[src/rtl/l0_seq_ctrl_pkg.sv]
// l0_seq_ctrl_pkg: FSM state and version encodings shared by the L0 sequencer.
package l0_seq_ctrl_pkg;
    typedef enum logic [2:0] {
        S_IDLE,
        S_FILL,
        S_WAIT,
        S_DRAIN,
        S_TAIL,
        S_DONE
    } state_t;
    localparam logic VER_FLAT = 1'b0;
    localparam logic VER_SKEW = 1'b1;
endpackage

[src/rtl/l0_seq_cnt.sv]
// l0_seq_cnt: loadable up-counter flagging when the count equals tc_val.
module l0_seq_cnt #(
    parameter int w = 7
) (
    input  logic         clk,
    input  logic         reset,
    input  logic         ld,
    input  logic         en,
    input  logic [w-1:0] d,
    input  logic [w-1:0] tc_val,
    output logic         tc
);
    logic [w-1:0] cnt;
    always_ff @(posedge clk or negedge reset)
        if (!reset) cnt <= '0;
        else cnt <= ld ? d : en ? cnt + w'(1) : cnt;
    assign tc = cnt == tc_val;
endmodule

[src/rtl/l0_seq_ctrl.sv]
// l0_seq_ctrl: fills the L0 row FIFOs from SRAM, then drains them into the PE array.
module l0_seq_ctrl
    import l0_seq_ctrl_pkg::*;
#(
    parameter int row   = 8,
    parameter int depth = 64,
    parameter int aw    = 11,
    parameter int cw    = 7
) (
    input  logic          clk,
    input  logic          reset,
    input  logic          start,
    input  logic          version_in,
    input  logic [cw-1:0] num_vec,
    input  logic [aw-1:0] base_addr,
    input  logic          l0_full,
    output logic          sram_rd,
    output logic [aw-1:0] sram_addr,
    output logic          l0_wr,
    output logic          l0_rd,
    output logic          l0_version,
    output logic          busy,
    output logic          done
);
    localparam int tw = $clog2(row + 1);
    state_t state, nxt;
    logic acc, room, iss_tc, rd_tc, tail_tc;
    logic [cw-1:0] num_q;
    logic [cw:0] occ;
    assign acc = start && state == S_IDLE;
    // l0_wr doubles as the in-flight flag: it is last cycle's sram_rd
    assign room = (occ + (cw+1)'(l0_wr)) < (cw+1)'(depth);
    assign sram_rd = state == S_FILL && !iss_tc && room && !l0_full;
    assign l0_rd = state == S_DRAIN;
    assign busy = state != S_IDLE;
    assign done = state == S_DONE;
    always_ff @(posedge clk or negedge reset)
        if (!reset) state <= S_IDLE;
        else state <= nxt;
    always_comb begin
        nxt = state;
        case (state)
            S_IDLE:  nxt = !start ? S_IDLE : num_vec == '0 ? S_DONE : S_FILL;
            S_FILL:  nxt = iss_tc ? S_WAIT : S_FILL;
            S_WAIT:  nxt = S_DRAIN;
            S_DRAIN: nxt = !rd_tc ? S_DRAIN : l0_version == VER_SKEW ? S_TAIL : S_DONE;
            S_TAIL:  nxt = tail_tc ? S_DONE : S_TAIL;
            S_DONE:  nxt = S_IDLE;
            default: nxt = S_IDLE;
        endcase
    end
    always_ff @(posedge clk or negedge reset)
        if (!reset) begin
            num_q      <= '0;
            l0_version <= VER_FLAT;
            sram_addr  <= '0;
            l0_wr      <= 1'b0;
            occ        <= '0;
        end else begin
            num_q      <= acc ? num_vec : num_q;
            l0_version <= acc ? version_in : l0_version;
            sram_addr  <= acc ? base_addr : sram_rd ? sram_addr + aw'(1) : sram_addr;
            l0_wr      <= sram_rd;
            occ        <= occ + (cw+1)'(l0_wr) - (cw+1)'(l0_rd);
        end
    l0_seq_cnt #(.w(cw)) u_iss (
        .clk(clk), .reset(reset), .ld(acc), .en(sram_rd),
        .d('0), .tc_val(num_q), .tc(iss_tc)
    );
    // terminal on the last read so DRAIN lasts exactly num_vec cycles
    l0_seq_cnt #(.w(cw)) u_rd (
        .clk(clk), .reset(reset), .ld(acc), .en(l0_rd),
        .d('0), .tc_val(num_q - cw'(1)), .tc(rd_tc)
    );
    l0_seq_cnt #(.w(tw)) u_tail (
        .clk(clk), .reset(reset), .ld(acc), .en(state == S_TAIL),
        .d('0), .tc_val(tw'(row - 1)), .tc(tail_tc)
    );
endmodule

[config.mk]
export PLATFORM = sky130hd
export DESIGN_NAME = l0_seq_ctrl
export DESIGN_NICKNAME = d
export VERILOG_FILES = /design/src/rtl/l0_seq_ctrl_pkg.sv /design/src/rtl/l0_seq_cnt.sv /design/src/rtl/l0_seq_ctrl.sv
export SDC_FILE = /design/constraint.sdc
export NUM_CORES = 1
export LEC_CHECK = 0
export BUFFER_PORTS_ARGS = -buffer_cell sky130_fd_sc_hd__buf_2
export CORE_MARGIN = 3
export CORE_UTILIZATION = 35
export DETAILED_ROUTE_END_ITERATION = 8
export PLACE_DENSITY_LB_ADDON = 0.05
export SYNTH_ARGS = -nofsm -noshare
export SYNTH_HDL_FRONTEND = slang
export SYNTH_SLANG_ARGS = --single-unit
[constraint.sdc]
create_clock -name clk -period 4.1 [get_ports clk]
set_input_delay 0.41 -clock clk [delete_from_list [all_inputs] [get_ports clk]]
set_output_delay 0.41 -clock clk [all_outputs]
set_load 0.01 [all_outputs]
==> results_dict.tcl <==
set metrics [dict create \
    net_count_of_the_mapped_netlist 357 \
    antenna_violations_before_repair 0 \
    total_power_mw 2.27 \
    worst_ir_drop_vdd_mv 0.210 \
    cts.root.buffer_cell "sky130_fd_sc_hd__clkbuf_8" \
    post_synth_main_area_contributors "sky130_fd_sc_hd__dfrtp_1 (42%), sky130_fd_sc_hd__xnor2_1 (7.7%), sky130_fd_sc_hd__nand2_1 (6.7%)" \
    timing.critical_path.from_type "flop" \
    maxClockFrequency_mhz 344 \
    yosysSeqAreaShare_pct 41.5 \
    clock_tree_from_tritoncts "done" \
    overflow 0 \
    report.final.setup_viol 0 \
    ys_ff_latch 49 \
    biggest_area_consumer_among_synthesized_cells "sky130_fd_sc_hd__dfrtp_1" \
    grt_first_pass_wirelength_um 11800 \
    crit_type "reg -> out" \
    cts_inserted_buffers 5 \
    yosysTopAreaCellShare_pct 41.5 \
    power-per-cell-area_nw_per_um2 673 \
    final-max-slew-violation-count 0 \
    rsz0062_at_grt "false" \
    finalWorstPathRequiredPeriod_ns 2.91 \
    clkSlewWorstSetupHoldPaths_ns 0.10 \
    cts.htree.levels 2 \
    cp.required_ns 3.69 \
    clock_tree.buffer_depth 2 \
    globalRouteTotalUtil_pct 14.9 \
    die_x_um 97.8 \
    area.growth.synth_to_final_pct 14.1 \
    vias_in_the_first_global_route 2349 \
    synthArstFlopShare_pct 100 \
    numPortBuffers 39 \
    setup_tns_ns 0 \
    synth-warning-count 0 \
    critPathCaptureType "output pin" \
    gp_congestion 0.852 \
    first_iter_violations 131 \
    drt_pre_antenna_iters 4 \
    cts_hold_buf 0 \
    detail_route.wl_per_cell_um 14.8 \
    skew_ns 0.0118 \
    drc 0 \
    number_of_enable_flip_flop_cells_after_synthesis 0 \
    route.vias.total 2395 \
    final_layout_size_suffix_gt1_share_pct 17.2 \
    detailed_place_hpwl_um 5020 \
    cts.sink_count 49 \
    initial_utilization_pct 37.0 \
    rows 32 \
    post-route-util_pct 42.3 \
    cts_post_setup_buffers_inserted 0 \
    netlist_instances 325 \
    grt_max_degree 50 \
    crit_path_max_fanout 13 \
    pin_count 40 \
    routed_wl_um 6830 \
    max_cap_violations 0 \
    postSynthAreaPerCell_um2 9.08 \
    holdCritPathClass "in -> async" \
    num_antenna_cells 0 \
    power.static_leakage_nw 1.49 \
    final_antenna_net_count 0 \
    count_of_distinct_cell_types_in_the_synthesized_netlist 53 \
    share_of_the_cycle_needed_by_the_critical_path_after_routing_pct 71.0 \
    transition_time_at_the_pin_with_the_least_slew_margin_ns 0.739 \
    run_status "completed" \
    die_y_um 97.8 \
    synth_area_um2 2950 \
    clk-insertion-delay-late_ns 0.30 \
    nNetsFinal 392 \
    data_arrival_critical_path_ns 2.50 \
    filler_cell_count 799 \
    fp.dieArea_um2 9570 \
    timing.max_slew.rel_slack_pct 50.8 \
    timing_hold_violations_final 0 \
    dominantRegCellSynth "sky130_fd_sc_hd__dfrtp_1" \
    viasPerCell 5.17 \
    cts_resized 0 \
    coreArea_um2 7970 \
]
==> flip-flops by register name, indices dropped and copies added (netlist names) <==
register,flops
l0_version,1
l0_wr,1
num_q,7
occ,8
sram_addr,11
state,3
u_iss.cnt,7
u_rd.cnt,7
u_tail.cnt,4
==> critical path, stage by stage (launching register included) <==
cell and delay [ns]:
sky130_fd_sc_hd__dfrtp_1 0.37, sky130_fd_sc_hd__ha_1 0.22, sky130_fd_sc_hd__ha_1 0.22, sky130_fd_sc_hd__nand2_1 0.09, sky130_fd_sc_hd__nor2_1 0.12, sky130_fd_sc_hd__xor2_1 0.54
sky130_fd_sc_hd__or3_4 0.32, sky130_fd_sc_hd__inv_1 0.13, sky130_fd_sc_hd__buf_2 0.17
==> where the power goes <==
group / internal, mW / leakage, nW / switching [mW] / total (mW)
registers: 0.644 / 0.609 / 0.234 / 0.878
clock network: 0.246 / 0.0687 / 0.175 / 0.421
logic: 0.453 / 0.810 / 0.515 / 0.968
total: 1.34 / 1.49 / 0.924 / 2.27
==> cells by family (layout without fill, tap and decap cells) <==
kind of cell / Yosys count / count (layout) / synth area share [%]
flip-flops: 49 / 49 / 41.5
AO/OA/AOI/OAI: 53 / 53 / 12.0
AND/OR/NAND/NOR: 138 / 138 / 23.4
multiplexers: 7 / 7 / 2.50
buffers and inverters: 30 / 66 / 4.20
adder cells (fa/ha/maj): 9 / 9 / 3.82
XOR/XNOR: 39 / 39 / 12.5
==> metal layers <==
| layer | wire [µm] | GRT usage, % | share of wire [%] | vias up |
|---|---|---|---|---|
| met1 | 3510 | 21.7 | 51 | 1153 |
| li1 | - | - | - | 1203 |
| met4 | 58 | 2.98 | 0.85 | 0 |
| met3 | 178 | 2.71 | 2.6 | 6 |
| met2 | 3090 | 23.1 | 45 | 33 |
| met5 | 0 | 0 | 0 | - |
==> Yosys cell counts (2+ instances only) <==
cell type                   instances
sky130_fd_sc_hd__mux2i_1            4
sky130_fd_sc_hd__nand3_1           16
sky130_fd_sc_hd__and3_1             3
sky130_fd_sc_hd__o31ai_1            3
sky130_fd_sc_hd__o32a_1             2
sky130_fd_sc_hd__or4_1              4
sky130_fd_sc_hd__buf_2              5
sky130_fd_sc_hd__nand4_1            7
sky130_fd_sc_hd__nor4_1             6
sky130_fd_sc_hd__xor2_1            11
sky130_fd_sc_hd__o311ai_0           2
sky130_fd_sc_hd__a21o_1             2
sky130_fd_sc_hd__nor2b_1            2
sky130_fd_sc_hd__o2111ai_1          2
sky130_fd_sc_hd__a2bb2oi_1          2
sky130_fd_sc_hd__nand3b_1           3
sky130_fd_sc_hd__mux2_2             3
sky130_fd_sc_hd__ha_1               9
sky130_fd_sc_hd__o21ai_0           16
sky130_fd_sc_hd__nor2_1            23
sky130_fd_sc_hd__dfrtp_1           49
sky130_fd_sc_hd__clkbuf_1           5
sky130_fd_sc_hd__a21oi_1           12
sky130_fd_sc_hd__nand2_1           53
sky130_fd_sc_hd__or3_1              3
sky130_fd_sc_hd__inv_1             16
sky130_fd_sc_hd__and2_1             2
sky130_fd_sc_hd__nor3_1             7
sky130_fd_sc_hd__o211ai_1           4
sky130_fd_sc_hd__xnor2_1           26
==> path summary, 6_finish.rpt <==
path	slack, ns	start	endpoint	cells after the start
min reg2reg	0.53	u_tail.cnt[2]	u_tail.cnt[2]	1
min	0.22	reset	num_q[3]	2
max	1.19	l0_wr	sram_rd	8
max reg2reg	1.62	l0_wr	u_iss.cnt[5]	8
min in group clk	0.29	version_in	l0_version	3
max in group asynchronous	3.45	reset	sram_addr[6]	2
==> area by class of cell <==
class,instances,area [µm²],area share (%)
clock buffer,5,68.8,2.04
clock inverter,3,68.8,2.04
inverter,17,63.8,1.90
multi-input combinational,246,1600,47.6
sequential,49,1230,36.4
tap,102,128,3.79
timing repair buffer,41,210,6.24
==> placed cells by master, fill, tap and decap left out, types with 2 or more instances in the layout <==
cell type,instances
sky130_fd_sc_hd__a21o_1,2
sky130_fd_sc_hd__a21oi_1,12
sky130_fd_sc_hd__a2bb2oi_1,2
sky130_fd_sc_hd__and2_1,2
sky130_fd_sc_hd__and3_1,3
sky130_fd_sc_hd__buf_2,39
sky130_fd_sc_hd__buf_4,2
sky130_fd_sc_hd__bufinv_16,2
sky130_fd_sc_hd__clkbuf_8,5
sky130_fd_sc_hd__dfrtp_1,49
sky130_fd_sc_hd__ha_1,9
sky130_fd_sc_hd__inv_1,16
sky130_fd_sc_hd__mux2_2,3
sky130_fd_sc_hd__mux2i_1,4
sky130_fd_sc_hd__nand2_1,53
sky130_fd_sc_hd__nand3_1,16
sky130_fd_sc_hd__nand3b_1,3
sky130_fd_sc_hd__nand4_1,7
sky130_fd_sc_hd__nor2_1,23
sky130_fd_sc_hd__nor2b_1,2
sky130_fd_sc_hd__nor3_1,7
sky130_fd_sc_hd__nor4_1,6
sky130_fd_sc_hd__o2111ai_1,2
sky130_fd_sc_hd__o211ai_1,4
sky130_fd_sc_hd__o21ai_0,16
sky130_fd_sc_hd__o311ai_0,2
sky130_fd_sc_hd__o31ai_1,3
sky130_fd_sc_hd__o32a_1,2
sky130_fd_sc_hd__or3_1,3
sky130_fd_sc_hd__or4_1,4
sky130_fd_sc_hd__xnor2_1,26
sky130_fd_sc_hd__xor2_1,11
==> per-stage QoR <==
stage / hold WS [ns] / area, µm² / std cells / setup slack, ns
after global placement: 0.508 / 3230 / 455 / 1.58
after floorplan: 0.114 / 2950 / 325 / 1.77
after detailed placement: 0.513 / 3230 / 455 / 1.55
final: 0.216 / 3370 / 463 / 1.19
after CTS: 0.236 / 3370 / 463 / 1.19
after global routing: 0.272 / 3370 / 463 / 0.969
No activity file was read; power rests on OpenSTA's default activity.
